File: config.mk
export PLATFORM = sky130hd
export DESIGN_NAME = uart_tx_fifo
export DESIGN_NICKNAME = d
export VERILOG_FILES = /design/src/rtl/uart_pkg.sv /design/src/rtl/sync_fifo_core.sv /design/src/rtl/uart_tx_fifo.sv
export SDC_FILE = /design/constraint.sdc
export NUM_CORES = 1
export LEC_CHECK = 0
export CAP_MARGIN = 20
export CELL_PAD_IN_SITES_DETAIL_PLACEMENT = 0
export CELL_PAD_IN_SITES_GLOBAL_PLACEMENT = 2
export CORE_ASPECT_RATIO = 2
export CORE_MARGIN = 4
export CORE_UTILIZATION = 41
export DETAILED_ROUTE_END_ITERATION = 16
export PLACE_DENSITY = 0.82
export SKIP_LAST_GASP = 1
export SLEW_MARGIN = 20
export SYNTH_ARGS = -nofsm -noshare
export SYNTH_HDL_FRONTEND = slang
export SYNTH_HIERARCHICAL = 1
export SYNTH_SLANG_ARGS = --single-unit
File: constraint.sdc
create_clock -name clk -period 2.7 [get_ports clk]
set_clock_uncertainty 0.1 [all_clocks]
set_input_delay 0.54 -clock clk [delete_from_list [all_inputs] [get_ports clk]]
set_output_delay 0.54 -clock clk [all_outputs]
set_load 0.005 [all_outputs]
File: src/rtl/uart_pkg.sv
`default_nettype none
// ============================================================================
// Module      : uart_pkg
// Description : Types and constants shared by the UART transmit-side blocks.
//               The drain FSM state type and the UART data width live here.
// Revision    : 1.0  initial release
// ============================================================================
package uart_pkg;

    localparam int UART_DATA_W = 8;

    // Drain FSM of the transmit FIFO
    typedef enum logic [1:0] {
        TXF_IDLE      = 2'd0,
        TXF_LAUNCH    = 2'd1,
        TXF_WAIT_DONE = 2'd2
    } txf_state_t;

endpackage
`default_nettype wire

File: src/rtl/sync_fifo_core.sv
`default_nettype none
// ============================================================================
// Module      : sync_fifo_core
// Description : Power-of-two circular byte FIFO with a separate occupancy
//               counter and a sticky overflow flag.
// Ports       : clk, reset (async, active low)
//               wr_en / wr_data   - enqueue strobe and byte (dropped when full)
//               pop               - dequeue the head entry (ignored when empty)
//               ovf_clr           - clear the sticky overflow flag
//               rd_data           - head-of-FIFO byte, combinational
//               full / empty      - registered-count derived status flags
//               count             - number of stored entries
//               overflow          - sticky: a write was attempted while full
// Revision    : 1.0  initial release
// ============================================================================
module sync_fifo_core
    import uart_pkg::*;
#(
    parameter  int DEPTH  = 16,
    localparam int ADDR_W = $clog2(DEPTH)
) (
    input  logic                   clk,
    input  logic                   reset,
    input  logic                   wr_en,
    input  logic [UART_DATA_W-1:0] wr_data,
    input  logic                   pop,
    input  logic                   ovf_clr,
    output logic [UART_DATA_W-1:0] rd_data,
    output logic                   full,
    output logic                   empty,
    output logic [ADDR_W:0]        count,
    output logic                   overflow
);

    localparam logic [ADDR_W:0]   c_full_count = (ADDR_W+1)'(DEPTH);
    localparam logic [ADDR_W:0]   c_cnt_one    = (ADDR_W+1)'(1);
    localparam logic [ADDR_W-1:0] c_ptr_one    = ADDR_W'(1);

    logic [UART_DATA_W-1:0] r_mem [DEPTH];
    logic [ADDR_W-1:0]      r_wr_ptr;
    logic [ADDR_W-1:0]      r_rd_ptr;
    logic [ADDR_W:0]        r_count;
    logic                   r_overflow;

    logic                   w_push;
    logic                   w_pop;

    // Flags come straight from the registered count, so there is no
    // combinational path from wr_en to full.
    assign full   = (r_count == c_full_count);
    assign empty  = (r_count == '0);
    assign w_push = wr_en && !full;
    assign w_pop  = pop && !empty;

    // Storage needs no reset: contents are don't-care until written.
    always_ff @(posedge clk) begin
        if (w_push) begin
            r_mem[r_wr_ptr] <= wr_data;
        end
    end

    always_ff @(posedge clk or negedge reset) begin
        if (!reset) begin
            r_wr_ptr   <= '0;
            r_rd_ptr   <= '0;
            r_count    <= '0;
            r_overflow <= 1'b0;
        end else begin
            // Pointers wrap naturally because DEPTH is a power of two.
            if (w_push) begin
                r_wr_ptr <= r_wr_ptr + c_ptr_one;
            end
            if (w_pop) begin
                r_rd_ptr <= r_rd_ptr + c_ptr_one;
            end

            case ({w_push, w_pop})
                2'b10:   r_count <= r_count + c_cnt_one;
                2'b01:   r_count <= r_count - c_cnt_one;
                default: r_count <= r_count;
            endcase

            // A dropped write has priority over a clear in the same cycle.
            if (wr_en && full) begin
                r_overflow <= 1'b1;
            end else if (ovf_clr) begin
                r_overflow <= 1'b0;
            end
        end
    end

    assign rd_data  = r_mem[r_rd_ptr];
    assign count    = r_count;
    assign overflow = r_overflow;

endmodule
`default_nettype wire

File: src/rtl/uart_tx_fifo.sv
`default_nettype none
// ============================================================================
// Module      : uart_tx_fifo
// Description : Transmit-side byte buffer in front of the UART. Bytes written
//               by the host are queued in a circular FIFO and handed one at a
//               time to the transmitter over the send / tx_busy handshake.
// Ports       : clk, reset (async, active low)
//               wr_en / wr_data   - host write port
//               ovf_clr           - clear the sticky overflow flag
//               tx_busy           - transmitter frame-in-progress indicator
//               send              - level request to the transmitter
//               tx_data           - byte presented to the transmitter
//               full / empty / count / overflow - FIFO status
// Revision    : 1.0  initial release
// ============================================================================
module uart_tx_fifo
    import uart_pkg::*;
#(
    parameter  int DEPTH  = 16,
    localparam int ADDR_W = $clog2(DEPTH)
) (
    input  logic                   clk,
    input  logic                   reset,
    input  logic                   wr_en,
    input  logic [UART_DATA_W-1:0] wr_data,
    input  logic                   ovf_clr,
    input  logic                   tx_busy,
    output logic                   send,
    output logic [UART_DATA_W-1:0] tx_data,
    output logic                   full,
    output logic                   empty,
    output logic [ADDR_W:0]        count,
    output logic                   overflow
);

    txf_state_t             r_state;
    txf_state_t             w_next_state;
    logic [UART_DATA_W-1:0] r_tx_hold;
    logic [UART_DATA_W-1:0] w_head;
    logic                   w_pop;
    logic                   w_empty;

    // The FIFO is popped on the edge where the transmitter acknowledges.
    assign w_pop = (r_state == TXF_LAUNCH) && tx_busy;

    sync_fifo_core #(
        .DEPTH    (DEPTH)
    ) u_core (
        .clk      (clk),
        .reset    (reset),
        .wr_en    (wr_en),
        .wr_data  (wr_data),
        .pop      (w_pop),
        .ovf_clr  (ovf_clr),
        .rd_data  (w_head),
        .full     (full),
        .empty    (w_empty),
        .count    (count),
        .overflow (overflow)
    );

    assign empty = w_empty;

    // State register
    always_ff @(posedge clk or negedge reset) begin
        if (!reset) begin
            r_state <= TXF_IDLE;
        end else begin
            r_state <= w_next_state;
        end
    end

    // Next-state logic
    always_comb begin
        w_next_state = r_state;
        unique case (r_state)
            TXF_IDLE: begin
                // A busy line here belongs to some other sender: keep waiting.
                if (!w_empty && !tx_busy) begin
                    w_next_state = TXF_LAUNCH;
                end
            end
            TXF_LAUNCH: begin
                if (tx_busy) begin
                    w_next_state = TXF_WAIT_DONE;
                end
            end
            TXF_WAIT_DONE: begin
                if (!tx_busy) begin
                    w_next_state = TXF_IDLE;
                end
            end
            default: w_next_state = TXF_IDLE;
        endcase
    end

    // The head byte is captured on entry to LAUNCH; once popped, its slot
    // may be rewritten by the host while the frame is still on the line.
    always_ff @(posedge clk or negedge reset) begin
        if (!reset) begin
            r_tx_hold <= '0;
        end else if ((r_state == TXF_IDLE) && (w_next_state == TXF_LAUNCH)) begin
            r_tx_hold <= w_head;
        end
    end

    // Output logic
    always_comb begin
        send    = 1'b0;
        tx_data = '0;
        unique case (r_state)
            TXF_LAUNCH: begin
                send    = 1'b1;
                tx_data = w_head;
            end
            TXF_WAIT_DONE: begin
                tx_data = r_tx_hold;
            end
            default: begin
                // Idle with nothing queued shows zero rather than stale data.
                tx_data = w_empty ? '0 : w_head;
            end
        endcase
    end

endmodule
`default_nettype wire

==> results.toml, run 1 <==
[sta]
setup_slack_ns = -0.2570
min_period_ns = 2.957
period_share_pct = 109.5
drv_slew = 0
relSlewSlack_pct = 59.65
tightest_slew_ns = 0.6033
setup_viol = 8
rsz0062_at_grt = "yes"
hold_viol_final = 0
fmax_mhz = 338.2

[placement]
dp_cells = 651
port_buffers = 29
dpl.hpwl_um = 9554
routabilityCongestion = 0.7479

[setup_path]
worstPathRequired_ns = 2.06
r2r_slack_ns = 0.08
ff2ff_path_depth = 12
r2r_end = "u_core/count[4]"
worstSetupEndpointType = "output port"
cp_max_fo = 6
r2r_start = "u_core/count[1]"
crit_path_start_kind = "register"
crit_type = "reg -> out"
crit_arrival_ns = 2.32

[floorplan]
dieArea_um2 = 17840
rows = 64
dieWidth_um = 96.46
ios = 30
dieHeight_um = 184.9
coreArea_um2 = 15290
start_util_pct = 41.95

[logic_synthesis]
synth_top_area_share_pct = 59.91
ys.flop_type = "edfxtp_1"
yosysSeqAreaShare_pct = 69.27
syn_area_um2 = 6416
ys_warn_count = 6
synth_top_family_by_area = "multiplexers"
yosys.area.top_type = "edfxtp_1"
async_flop_share_pct = 15.79
synth_adder_area_share_pct = 2.847
ys_ff_latch = 152
syn_nets = 414
synth_commonest_cells = "128 x edfxtp_1, 25 x mux2i_1, 24 x dfrtp_1, 20 x nand2_1, 20 x o21ai_0"
synth_cell_types = 42
yosys.area_share.simple_pct = 4.427
muxShareOfSynthArea_pct = 12.56
synth_compound_area_share_pct = 6.767
yosysMostFrequentCell = "edfxtp_1"
syn_inst = 387
synth_edf_count = 128
yosys.area_share.xor_xnor_pct = 1.365
synth.avg_cell_area_um2 = 16.58
synth.area.top_cells = "edfxtp_1 60%, dfrtp_1 9.4%, mux4_2 5.6%"

[cts]
cts_tree = "done"
numCtsBuffers = 17
htreeDepth = 4
clkTransAtPathRegs_ns = 0.06
ctsHoldBuffers = 0
clockBufferDepth = 2
clock-sinks = 152
clk_latency_ns = 0.41
clock-root-buffer = "clkbuf_16"

[layout]
drive_gt1_share_pct = 40.12
fin_nets = 520
n_antenna_cell = 0
instances_no_fill = 704
fill_cells = 1194
syn2layout_area_growth_pct = 31.36
postLayoutCoreUtil_pct = 55.10

[drt]
drt_pass1_iterations = 4
vias_per_cell = 5.185
drt_iter0_drc = 286
vias = 3650
drt_wl_total_um = 13720
ant_nets = 0
wl_per_cell_um = 19.49
post-route-drc-count = 0

[run_status]
violations = "negative setup slack"
status = "finished, violations left"

[global_route]
grt_overflow_total = 0
grt_usage_pct = 16.90
antenna_found_initial = 0
first_global_vias = 3979
grt_first_pass_wirelength_um = 21540
grt_start_max_net_pins = 25

[hold_path]
hp-class = "in -> async"

[pwr]
power_mw = 9.712
peakVddDrop_mv = 0.4770
p_per_area_nw_per_um2 = 1152
p_leak_nw = 3.102

[run]
drv_cap = 0
-- per-layer routing --
| metal | GRT usage, % | routed length (µm) |
|---|---|---|
| met1 | 17.23 | 4814 |
| met2 | 31.95 | 7993 |
| met3 | 3.252 | 441 |
| met4 | 7.757 | 471 |
| met5 | 0 | 0 |
-- placed cells by master, fill, tap and decap left out, types with 9 or more instances in the layout --
master,netlist,final
a21oi_1,14,10
mux4_2,16,16
mux2i_1,25,15
nor2_1,14,14
clkdlybuf4s50_1,0,19
dfrtp_1,24,23
ha_1,13,10
edfxtp_1,128,128
nand2_2,1,9
o21ai_1,1,11
buf_4,0,56
mux2_2,16,14
a22o_1,9,9
inv_1,12,11
buf_6,5,10
nand2_1,20,12
clkbuf_16,0,17
buf_12,1,9
-- sequential cells by signal, summed over array words and instances, names as in the netlist --
signal,flops
u_core/count,5
u_core/r_mem,128
u_core/overflow,1
u_core/r_wr_ptr,4
r_tx_hold,8
u_core/r_rd_ptr,4
r_state,2
-- final cells by class --
class	instances	area (µm²)	area share (%)
clock buffers	19	432.9	5.137
clock inverters	13	177.7	2.108
inverters	12	45.04	0.5344
multi-input cells	204	2068	24.54
flip-flops and latches	152	4446	52.75
well taps	198	247.7	2.939
repair buffers	106	1011	12.00
-- where the power goes --
part | internal [mW] | switching (mW) | total (mW) | leakage (nW)
Combinational | 2.24 | 1.91 | 4.15 | 1.37
Clock | 1.54 | 0.875 | 2.41 | 0.288
Sequential | 2.93 | 0.209 | 3.14 | 1.44
Total | 6.71 | 3.00 | 9.71 | 3.10
-- how the worst max path moves through the flow --
| stage | end | depth (start not counted) | slack, ns | from |
|---|---|---|---|---|
| floorplan | u_core/count[4] | 11 | 0.003 | u_core/count[2] |
| global placement | u_core/count[4] | 11 | -0.35 | tx_busy |
| detailed placement | u_core/count[4] | 11 | -0.40 | tx_busy |
| CTS | tx_data[4] | 9 | -0.36 | u_core/r_rd_ptr[0] |
| global route | tx_data[6] | 10 | -0.38 | u_core/r_rd_ptr[0] |
| finish | tx_data[5] | 10 | -0.26 | u_core/r_rd_ptr[0] |
-- worst max-delay path, cell delays in order (launching register included) --
cell and delay, ns:
dfrtp_2 0.41, buf_12 0.15, buf_12 0.13, buf_6 0.11
mux2_4 0.29, o21ai_2 0.16, a21oi_2 0.05, a22oi_1 0.14
nand2_1 0.11, a22o_1 0.22, buf_2 0.12
-- through the flow --
stage	TNS (ns)	setup WS (ns)	area, µm²	hold slack [ns]
finish	-1.676	-0.2570	8428	0.3995
CTS	-2.421	-0.3640	8215	0.3968
global route	-2.445	-0.3830	8428	0.4115
floorplan	0	0.003280	6424	0.1444
detailed placement	-1.963	-0.3958	7301	0.3942
global placement	-1.748	-0.3529	7301	0.3878
-- cell families (layout without fill, tap and decap cells) --
| group | count (synthesis) | count (layout) |
|---|---|---|
| buffers and inverters | 31 | 150 |
| XOR/XNOR | 10 | 10 |
| flip-flops | 152 | 152 |
| adder cells (fa/ha/maj) | 14 | 14 |
| AO/OA/AOI/OAI | 64 | 64 |
| AND/OR/NAND/NOR | 58 | 58 |
| multiplexers | 58 | 58 |
-- timing repair --
item | CTS | global route
endpoints found under the setup margin | 10 | 11
gates cloned | 2 | 0
setup buffers | 17 | 5
pin swaps | 25 | 38
resized for setup | 73 | 53
Note: power is estimated with default switching activity, not from simulation.
==> inputs of run 2 (changes only) <==
CAP_MARGIN = 0   (was 20)
==> results of run 2 <==
The final DEF is identical to that of run 1; final timing and power are the same.
